===== src/rtl/moisture_sampler.sv =====
// Moisture ADC sampler: periodic serial conversion, 7-bit moisture reading out.
// Latency: conversion period max(sample_period,1)+18 clk; result 1 clk after DONE.
// No backpressure: m_valid is a one-cycle pulse; MOISTURE_AVG_EN adds 4-sample averaging.
module moisture_sampler (
  input  logic       clk,
  input  logic       rst_n,
  input  logic       enable,
  input  logic [6:0] sample_period,
  input  logic       adc_miso,
  output logic       adc_cs_n,
  output logic       adc_sclk,
  output logic [6:0] m_sense,
  output logic       m_valid,
  output logic       busy
);

  typedef enum logic [1:0] {S_WAIT, S_SETUP, S_SHIFT, S_DONE} state_t;

  state_t     r_state;
  state_t     w_state_nxt;
  logic [6:0] r_cnt;
  logic [6:0] w_cnt_nxt;
  logic [3:0] r_bit;
  logic [3:0] w_bit_nxt;
  logic [7:0] r_raw;
  logic [6:0] w_sp_min;
  logic [6:0] w_result;
  logic       w_cs_n_nxt;
  logic       w_sclk_nxt;
  logic       w_busy_nxt;

  // A zero period would never reach the exit count, so clamp it to one cycle
  assign w_sp_min = (sample_period == 7'd0) ? 7'd1 : sample_period;

  // State register: wait counter and shift-cycle index travel with the state
  always_ff @(posedge clk) begin
    if (!rst_n) begin
      r_state <= S_WAIT;
      r_cnt   <= 7'd1;
      r_bit   <= 4'd0;
    end else begin
      r_state <= w_state_nxt;
      r_cnt   <= w_cnt_nxt;
      r_bit   <= w_bit_nxt;
    end
  end

  // Next-state logic: WAIT counts down, SHIFT runs 16 cycles, then DONE reloads WAIT
  always_comb begin
    w_state_nxt = r_state;
    w_cnt_nxt   = r_cnt;
    w_bit_nxt   = r_bit;
    case (r_state)
      S_WAIT: begin
        if (!enable) begin
          w_cnt_nxt = 7'd1;
        end else if (r_cnt <= 7'd1) begin
          w_state_nxt = S_SETUP;
        end else begin
          w_cnt_nxt = r_cnt - 7'd1;
        end
      end
      S_SETUP: begin
        w_state_nxt = S_SHIFT;
        w_bit_nxt   = 4'd0;
      end
      S_SHIFT: begin
        w_bit_nxt = r_bit + 4'd1;
        if (r_bit == 4'd15) w_state_nxt = S_DONE;
      end
      default: begin
        w_state_nxt = S_WAIT;
        w_cnt_nxt   = w_sp_min;
      end
    endcase
  end

  // Output decode from the next state so the registered pins line up with the state
  always_comb begin
    w_cs_n_nxt = !((w_state_nxt == S_SETUP) || (w_state_nxt == S_SHIFT));
    w_sclk_nxt = (w_state_nxt == S_SHIFT) && w_bit_nxt[0];
    w_busy_nxt = (w_state_nxt != S_WAIT);
  end

  // Output registers for the ADC pins, busy flag and result strobe
  always_ff @(posedge clk) begin
    if (!rst_n) begin
      adc_cs_n <= 1'b1;
      adc_sclk <= 1'b0;
      busy     <= 1'b0;
      m_valid  <= 1'b0;
    end else begin
      adc_cs_n <= w_cs_n_nxt;
      adc_sclk <= w_sclk_nxt;
      busy     <= w_busy_nxt;
      m_valid  <= (r_state == S_DONE);
    end
  end

  // Capture miso on the edges where sclk rises (end of even SHIFT cycles)
  always_ff @(posedge clk) begin
    if (!rst_n) begin
      r_raw <= 8'd0;
    end else if ((r_state == S_SHIFT) && !r_bit[0]) begin
      r_raw <= {r_raw[6:0], adc_miso};
    end
  end

`ifdef MOISTURE_AVG_EN
  logic [6:0] r_hist [4];
  logic       r_hist_vld;
  logic [6:0] w_hist_nxt [4];
  logic [8:0] w_sum;

  // New history: shift in the fresh sample, or fill all four on the first one
  always_comb begin
    w_hist_nxt[0] = r_raw[7:1];
    w_hist_nxt[1] = r_hist_vld ? r_hist[0] : r_raw[7:1];
    w_hist_nxt[2] = r_hist_vld ? r_hist[1] : r_raw[7:1];
    w_hist_nxt[3] = r_hist_vld ? r_hist[2] : r_raw[7:1];
    w_sum = {2'b00, w_hist_nxt[0]} + {2'b00, w_hist_nxt[1]}
          + {2'b00, w_hist_nxt[2]} + {2'b00, w_hist_nxt[3]};
    w_result = w_sum[8:2];
  end

  // History update once per completed conversion
  always_ff @(posedge clk) begin
    if (!rst_n) begin
      r_hist_vld <= 1'b0;
      for (int i = 0; i < 4; i++) r_hist[i] <= 7'd0;
    end else if (r_state == S_DONE) begin
      r_hist_vld <= 1'b1;
      for (int i = 0; i < 4; i++) r_hist[i] <= w_hist_nxt[i];
    end
  end
`else
  assign w_result = r_raw[7:1];
`endif

  // Result register: only moves when a full frame has completed
  always_ff @(posedge clk) begin
    if (!rst_n) begin
      m_sense <= 7'd127;
    end else if (r_state == S_DONE) begin
      m_sense <= w_result;
    end
  end

endmodule


===== config.mk =====
export PLATFORM = sky130hd
export DESIGN_NAME = moisture_sampler
export DESIGN_NICKNAME = d
export VERILOG_FILES = /design/src/rtl/moisture_sampler.sv
export SDC_FILE = /design/constraint.sdc
export NUM_CORES = 1
export LEC_CHECK = 0
export CAP_MARGIN = 0
export CORE_MARGIN = 2
export CORE_UTILIZATION = 50
export CTS_BUF_LIST = sky130_fd_sc_hd__clkbuf_4
export CTS_CLUSTER_DIAMETER = 30
export DETAILED_ROUTE_END_ITERATION = 8
export HOLD_SLACK_MARGIN = 0.12
export PLACE_DENSITY_LB_ADDON = 0.12
export SYNTH_ARGS = -nofsm -noshare
export SYNTH_HDL_FRONTEND = slang
export SYNTH_SLANG_ARGS = --single-unit

===== constraint.sdc =====
create_clock -name clk -period 1.9 [get_ports clk]
set_input_delay 0.38 -clock clk [delete_from_list [all_inputs] [get_ports clk]]
set_output_delay 0.38 -clock clk [all_outputs]
set_load 0.01 [all_outputs]

======== Word level (Yosys, flattened, before mapping) ========
Index checks and enable logic that the tools add are counted.
operators by class
  add/subtract/negate cells ............... 2
  multiply operators ...................... 0
  div/mod/pow operators ................... 0
  magnitude comparators ................... 1
  equal/unequal tests ..................... 7
  shift operators ......................... 0
  multiplexer cells ....................... 9
  bitwise gates (word level) .............. 1
  reductions and logical operators ........ 11
operators by type and width
  cell                 count
  $mux 7               3
  $pmux 7 s2           1
  $pmux 4 s2           1
  $le 7x1->1 const B   1
  $logic_not 7->1      1
  $sub 7x1->7 const B  1
  $eq 2x2->1 const B   3
  $mux 2               3
  $pmux 2 s3           1
  $add 4x1->4 const B  1
  $eq 2x1->1 const B   2
  $eq 4x4->1 const B   1
  $reduce_bool 2->1    2
  $ne 3x3->1 const B   1
  $logic_and 1x1->1    2
  $logic_not 1->1      2
  $logic_not 2->1      1
  $reduce_and 2->1     1
  $reduce_or 2->1      1
  $logic_or 1x1->1     1
  $not 1->1            1
word-level totals
  bits in registers ....................... 32
  latch bits .............................. 0
  bits in writable memories ............... 0
  memory bits (read-only) ................. 0
  bits of input ports ..................... 11
  memories ................................ 0

======== Depth between registers and ports, before layout ========
Gate-level depths: netlist of the first run.
  depth after elaboration ................. 7
  depth in mapped cells ................... 9
  depth with buffers taken out ............ 8

======== Least setup slack after synthesis of the first run ========
OpenSTA, ideal clock, no wires.
  path type ............................... register to register
  from .................................... register r_state[0]
  to ...................................... register adc_cs_n
  setup time .............................. 0.125 ns
  data arrival time ....................... 1.729 ns
  required time ........................... 1.775 ns
  slack ................................... 0.046 ns
  stages on the path, launching flop included .. 10
  path buffers ............................ 1
  cell sequence ........................... dfxtp_1 inv_1 ha_1 clkbuf_1 a21oi_1 a21oi_1 a31oi_1 or2_2 ha_1 nand2_1
on the way
  cells in the longest elaborated chain, start to end .. 6
ends and longest elaborated chain
  what                                      RTL line  RTL
  start: declaration                        19        state_t r_state;
  start signal: assignment                  42        r_state <= w_state_nxt;
  $mux 2                                    57        end else if (r_cnt <= 7'd1) begin
  $mux 2                                    55        if (!enable) begin
  $pmux 2 s3 *                              53        case (r_state)
  $eq 2x1->1 or $eq 2x2->1 (tied branches)  80        w_cs_n_nxt = !((w_state_nxt == S_SETUP) || (w_state_nxt == S_SHIFT));
  $logic_or 1x1->1 *                        80
  $logic_not 1->1 *                         80
  end signal: assignment                    93        adc_cs_n <= w_cs_n_nxt;
  end: declaration                          10        output logic adc_cs_n,
Mark *: on every way between the ends. The rest lies on a longest branch, timed or not.
A chain may end at the register's enable or synchronous reset.

======== Worst setup path after layout of the first run ========
Same ends and word-level chain as after synthesis.

==> results.sh, run 1 <==
export IMPL_cp_data_required_time_ps=2130
export IMPL_dieArea_sq_mm=0.00338
export IMPL_route_met2_wl_mm=1.42
export IMPL_syn_cell_area_sq_mm=0.00146
export IMPL_skew_ps=13.2
export IMPL_diodes=0
export IMPL_drt_vias_per_instance=5.58
export IMPL_setup_tns_ps=0
export IMPL_antenna_left=0
export IMPL_routed_wl_mm=3.05
export IMPL_synth_commonest_cells="32 x dfxtp_1, 26 x nand2_1, 17 x a21oi_1, 13 x inv_1, 9 x ha_1"
export IMPL_highest_layer="met4"
export IMPL_cts_htree_levels=2
export IMPL_die_height_um=58.1
export IMPL_clock_latency_ps=340
export IMPL_cp_end_kind="flop"
export IMPL_min_delay_start="r_raw[0]"
export IMPL_route_met3_wl_um=161
export IMPL_nets=214
export IMPL_timing_rr_end="adc_cs_n"
export IMPL_setup_slack_ps=158
export IMPL_drive_gt1_share_pct=11.3
export IMPL_relSlewSlack_pct=68.1
export IMPL_io_pins=22
export IMPL_synth_fp_nets=187
export IMPL_rr_startpoint="r_state[0]"
export IMPL_synth_top_area_share_pct=43.8
export IMPL_final_setup_viol_count=0
export IMPL_finalCritPeriodShare_pct=91.7
export IMPL_syn_inst=167
export IMPL_ys_top_cells_by_area="dfxtp_1 44%, ha_1 7.7%, nand2_1 6.7%, a21oi_1 5.8%, mux2i_1 5.5%"
export IMPL_antenna_found_initial=0
export IMPL_grt_pass1_wl_mm=5.29
export IMPL_port_buffers=21
export IMPL_dp_hpwl_mm=2.13
export IMPL_numCtsBuffers=5
export IMPL_hold_viol_final=0
export IMPL_rsz0062_at_grt="no"
export IMPL_ys_types=35
export IMPL_placed_cell_area_sq_mm=0.00173
export IMPL_p_leak_uw=0.000729
export IMPL_drv_cap=0
export IMPL_cts_buffer_depth=2
export IMPL_row_count=19
export IMPL_peakVddDrop_mv=1.09
export IMPL_start_util_pct=53.1
export IMPL_final_area_sq_mm=0.00181
export IMPL_arrival_ps=1980
export IMPL_cp_max_fo=4
export IMPL_remaining_drc_errors=0
export IMPL_syn_avg_cell_area_sq_um=8.77
export IMPL_grt_usage_pct=20.9
export IMPL_die_w_um=58.1
export IMPL_fp_coreArea_sq_mm=0.00276
export IMPL_tightest_slew_ps=478
export IMPL_cts_sinks=32
export IMPL_grt_max_degree=17
export IMPL_min_to="r_raw[1]"
export IMPL_post_drt_wl_per_cell_um=13.5
export IMPL_vias=1260
export IMPL_grt_overflow=0
export IMPL_slew_violations=0
export IMPL_start_kind="flop"
export IMPL_wl_met1_mm=1.41
export IMPL_power_density_mw_per_mm2=1290
export IMPL_multi_input_comb_area_sq_um=741
export IMPL_clk_pin_slew_worst_paths_ps=110
export IMPL_async_reset_ff_share_pct=0
export IMPL_min_path_type="flop to flop"
export IMPL_yosys_cell_count_top_type="dfxtp_1"
export IMPL_hold_depth=2
export IMPL_synth_seq_cells=32
export IMPL_grt_pass1_vias=1199
export IMPL_firstDrtPassIters=4
export IMPL_yosys_warnings=0
export IMPL_place_congestion=0.791
export IMPL_cts_tree="yes"
export IMPL_cts_hold_buffers=0
export IMPL_regArea_sq_um=641
export IMPL_first_iter_violations=42
export IMPL_final_util_pct=65.7
export IMPL_synth_top_flop_cell="dfxtp_1"
export IMPL_status="completed"
export IMPL_min_period_ps=1740
export IMPL_cts_setup_buffers=0
export IMPL_synth_top_area_cell="dfxtp_1"
export IMPL_area_growth_pct=23.8
export IMPL_yosysSeqAreaShare_pct=43.8
export IMPL_synth_edff_count=0
export IMPL_place_ws_ps=-33.0
export IMPL_r2r_cells=7
export IMPL_fillers=255
export IMPL_reg2reg_slack_ps=160
export IMPL_cts_root_buf="clkbuf_4"
export IMPL_clock_fmax_mhz=574
export IMPL_critPathKind="flop to flop"
==> through the flow <==
stage                     instances  hold WS (ps)  power [uW]
after global routing            226           490        2520
after detailed placement        218           445        1820
after global placement          218           438        1790
after CTS                       226           464        2350
after floorplan                 167           432        1560
final                           226           459        2340
==> routing by layer <==
metal / vias up / global-route usage, %
met1: 582 / 27.1
met3: 9 / 6.70
li1: 632 / -
met5: - / 0
met2: 37 / 30.7
met4: 0 / 11.6
==> cells in the final DEF (no fill, tap or decap), drive strengths merged, types with 2 or more instances in the layout <==
master / netlist / routed
a31oi: 3 / 3
inv: 13 / 13
a211oi: 2 / 2
nand3: 7 / 7
dfxtp: 32 / 32
nor4: 4 / 4
nor2: 8 / 8
clkdlybuf4s50: 0 / 21
o21ai: 4 / 4
nor2b: 2 / 2
mux2i: 8 / 8
clkbuf: 5 / 5
nand2: 26 / 26
and2: 3 / 3
ha: 9 / 9
o221ai: 4 / 4
buf: 3 / 7
a21oi: 17 / 17
o211a: 4 / 4
xnor2: 2 / 2
==> report_power, final <==
group          leakage [uW]  internal (uW)  total, uW  switching [uW]
Combinational      0.000428            452        953             502
Clock             0.0000412            274        517             243
Sequential         0.000260            766        865            98.7
==> flip-flops by register name (all words and copies together) (netlist names) <==
signal / flops
r_raw: 8
m_sense: 7
r_bit: 4
m_valid: 1
r_cnt: 7
adc_sclk: 1
r_state: 2
busy: 1
adc_cs_n: 1
==> cell type report <==
cell class	instances	area share [%]
sequential	32	35.4
tap	31	2.14
clock inverter	3	2.35
clock buffer	5	2.07
multi-input combinational	114	40.9
inverter	13	2.69
timing repair buffer	28	14.5
==> worst max path at each step <==
stage / start / to / slack (ps) / cells after the start
CTS: r_state[0] / adc_sclk / 80 / 6
floorplan: r_state[0] / adc_cs_n / 50 / 9
detailed placement: enable / adc_cs_n / -30 / 6
global route: r_state[0] / adc_cs_n / 20 / 7
global placement: enable / adc_cs_n / -20 / 6
finish: r_state[0] / adc_cs_n / 160 / 7
==> repair_timing <==
item,4_1_cts,5_1_grt
endpoints found under the setup margin,0,6
endpoints found under the hold margin,0,0
resized for setup,0,3
==> cell families (layout without fill, tap and decap cells) <==
kind of cell    after synthesis  count (layout)  share of synthesized area (%)
simple gates                 58              58                           19.1
compound gates               37              37                           16.8
flops                        32              32                           43.8
buf+inv                      21              49                           5.98
fa+ha+maj                     9               9                           7.69
mux                           8               8                           5.47
xor+xnor                      2               2                           1.20
==> worst max-delay path, cell delays in order (launching register included) <==
cell	delay, ps
dfxtp_1	370
inv_2	100
ha_1	190
and3b_1	230
a31oi_1	110
or2_2	310
ha_1	290
nand2_1	40
Power figures use the tool's default switching activity.
==> inputs of run 2 (changes only) <==
--- a/config.mk
+++ b/config.mk
@@ -7,10 +7,11 @@
 export LEC_CHECK = 0
 export CAP_MARGIN = 0
 export CORE_MARGIN = 2
-export CORE_UTILIZATION = 50
+export CORE_UTILIZATION = 55
 export CTS_BUF_LIST = sky130_fd_sc_hd__clkbuf_4
 export CTS_CLUSTER_DIAMETER = 30
 export DETAILED_ROUTE_END_ITERATION = 8
+export DONT_BUFFER_PORTS = 1
 export HOLD_SLACK_MARGIN = 0.12
 export PLACE_DENSITY_LB_ADDON = 0.12
 export SYNTH_ARGS = -nofsm -noshare
==> results.sh, run 2 (synthesis results as in run 1) <==
export IMPL_status="completed"
export IMPL_crit_path_frequent_cell="ha_1"
export IMPL_die_height_um=55.6
export IMPL_setup_tns_ps=0
export IMPL_largest_reg_flops=8
export IMPL_power_uw=2360
export IMPL_antenna_left=0
export IMPL_power_density_mw_per_mm2=1440
export IMPL_hold_viol_final=0
export IMPL_cts_setup_buffers=0
export IMPL_tightest_slew_ps=467
export IMPL_rr_startpoint="r_state[0]"
export IMPL_post_drt_wl_per_cell_um=14.7
export IMPL_dp_hpwl_mm=2.08
export IMPL_largest_register="r_raw"
export IMPL_peakVddDrop_mv=1.11
export IMPL_start_util_pct=58.6
export IMPL_grt_overflow=0
export IMPL_placed_cell_area_sq_mm=0.00152
export IMPL_place_congestion=0.894
export IMPL_vias=1210
export IMPL_die_w_um=55.6
export IMPL_final_area_sq_mm=0.00164
export IMPL_drv_cap=0
export IMPL_drive_gt1_share_pct=12.4
export IMPL_cp_slowest_stage_delay_ps=350
export IMPL_cp_cell_sequence="inv_1 -> ha_1 -> and3b_2 -> a31oi_1 -> or2_2 -> ha_1 -> nand2_1"
export IMPL_final_common_cell="dfxtp_1"
export IMPL_r2r_cells=7
export IMPL_numCtsBuffers=5
export IMPL_cp_data_required_time_ps=2120
export IMPL_nets=196
export IMPL_slew_violations=0
export IMPL_rsz0062_at_grt="no"
export IMPL_critPathKind="flop to flop"
export IMPL_clock_latency_ps=320
export IMPL_firstDrtPassIters=4
export IMPL_cts_tree="yes"
export IMPL_clk_pin_slew_worst_paths_ps=90
export IMPL_cts_htree_levels=2
export IMPL_cts_root_buf="clkbuf_4"
export IMPL_arrival_ps=2030
export IMPL_grt_pass1_wl_mm=5.03
export IMPL_grt_pass1_vias=1091
export IMPL_grt_usage_pct=21.2
export IMPL_cp_top_family="simple AND/OR/NAND/NOR gates"
export IMPL_cpMaxStageDelayCell="dfxtp_1"
export IMPL_finalCritPeriodShare_pct=94.8
export IMPL_port_buffers=0
export IMPL_drt_vias_per_instance=5.85
export IMPL_first_iter_violations=58
export IMPL_start_kind="flop"
export IMPL_cts_sinks=32
export IMPL_timing_rr_end="adc_cs_n"
export IMPL_largestRegisters="r_raw (8), m_sense (7), r_cnt (7)"
export IMPL_row_count=18
export IMPL_hold_depth=1
export IMPL_fillers=211
export IMPL_io_pins=22
export IMPL_dieArea_sq_mm=0.00309
export IMPL_min_path_type="input port to flop"
export IMPL_cp_max_fo=4
export IMPL_area_growth_pct=11.7
export IMPL_fp_coreArea_sq_mm=0.00250
export IMPL_diodes=0
export IMPL_cp_end_kind="flop"
export IMPL_min_period_ps=1800
export IMPL_final_setup_viol_count=0
export IMPL_min_to="r_bit[3]"
export IMPL_final_util_pct=65.4
export IMPL_grt_max_degree=12
export IMPL_remaining_drc_errors=0
export IMPL_routed_wl_mm=3.05
export IMPL_relSlewSlack_pct=68.9
export IMPL_antenna_found_initial=0
export IMPL_skew_ps=3.04
export IMPL_clock_fmax_mhz=555
export IMPL_mostFrequentLayoutCells="32 x dfxtp_1, 26 x nand2_1, 17 x a21oi_1"
export IMPL_min_delay_start="rst_n"
export IMPL_cp_num_buf_inv=1
export IMPL_p_leak_uw=0.000664
export IMPL_cts_buffer_depth=2
export IMPL_reg2reg_slack_ps=100
-- run 2: cell type report --
cell class                 instances  area, sq um  share of cell area [%]
inverter                          13         48.8                    2.98
sequential                        32          641                    39.2
clock buffer                       6         45.0                    2.75
clock inverter                     2         35.0                    2.14
multi-input combinational        114          748                    45.8
tap                               30         37.5                    2.30
timing repair buffer              10         80.1                    4.90
-- run 2: worst reg2reg max path: cells and delay by family (launching register included) --
kind / cells / cell delay (ps)
AOI/OAI and AO/OA: 1 / 110
adders and majority gates: 2 / 500
buffers and inverters: 1 / 110
DFF: 1 / 350
and+or+nand+nor: 3 / 630
-- run 2: repair_timing --
action / CTS / global route
hold buffers: 1 / 1
gates resized for setup: 0 / 3
endpoints found under the hold margin: 8 / 1
setup endpoints to repair: 0 / 6
-- run 2: worst max-delay path by stage --
stage | cells past startpoint | startpoint | slack [ps] | endpoint
3_5_place_dp | 6 | r_state[0] | 90 | r_cnt[2]
2_1_floorplan | 9 | r_state[0] | 50 | adc_cs_n
4_1_cts | 6 | r_state[0] | 70 | r_cnt[2]
3_3_place_gp | 6 | r_state[0] | 180 | r_cnt[2]
6_report | 7 | r_state[0] | 100 | adc_cs_n
5_1_grt | 7 | r_state[0] | 10 | adc_cs_n
-- run 2: through the flow --
step	cells	hold WS (ps)	worst slack (ps)
after floorplan	167	432	46.0
after global placement	197	440	185
after detailed placement	197	446	88.9
after CTS	206	121	65.0
after global routing	207	137	11.5
final	207	171	98.7
-- run 2: metal layers --
| layer | global-route usage [%] | vias up | wire (um) |
|---|---|---|---|
| li1 | - | 595 | - |
| met1 | 28.3 | 569 | 1400 |
| met2 | 30.3 | 42 | 1400 |
| met3 | 9.07 | 4 | 206 |
| met4 | 8.01 | 0 | 36 |
| met5 | 0 | - | 0 |
-- run 2: power by group --
group | internal [uW] | switching (uW) | leakage [uW] | total [uW]
clock | 290 | 219 | 0.0000456 | 509
sequential | 766 | 108 | 0.000260 | 874
combinational | 449 | 528 | 0.000359 | 976
total | 1510 | 854 | 0.000664 | 2360
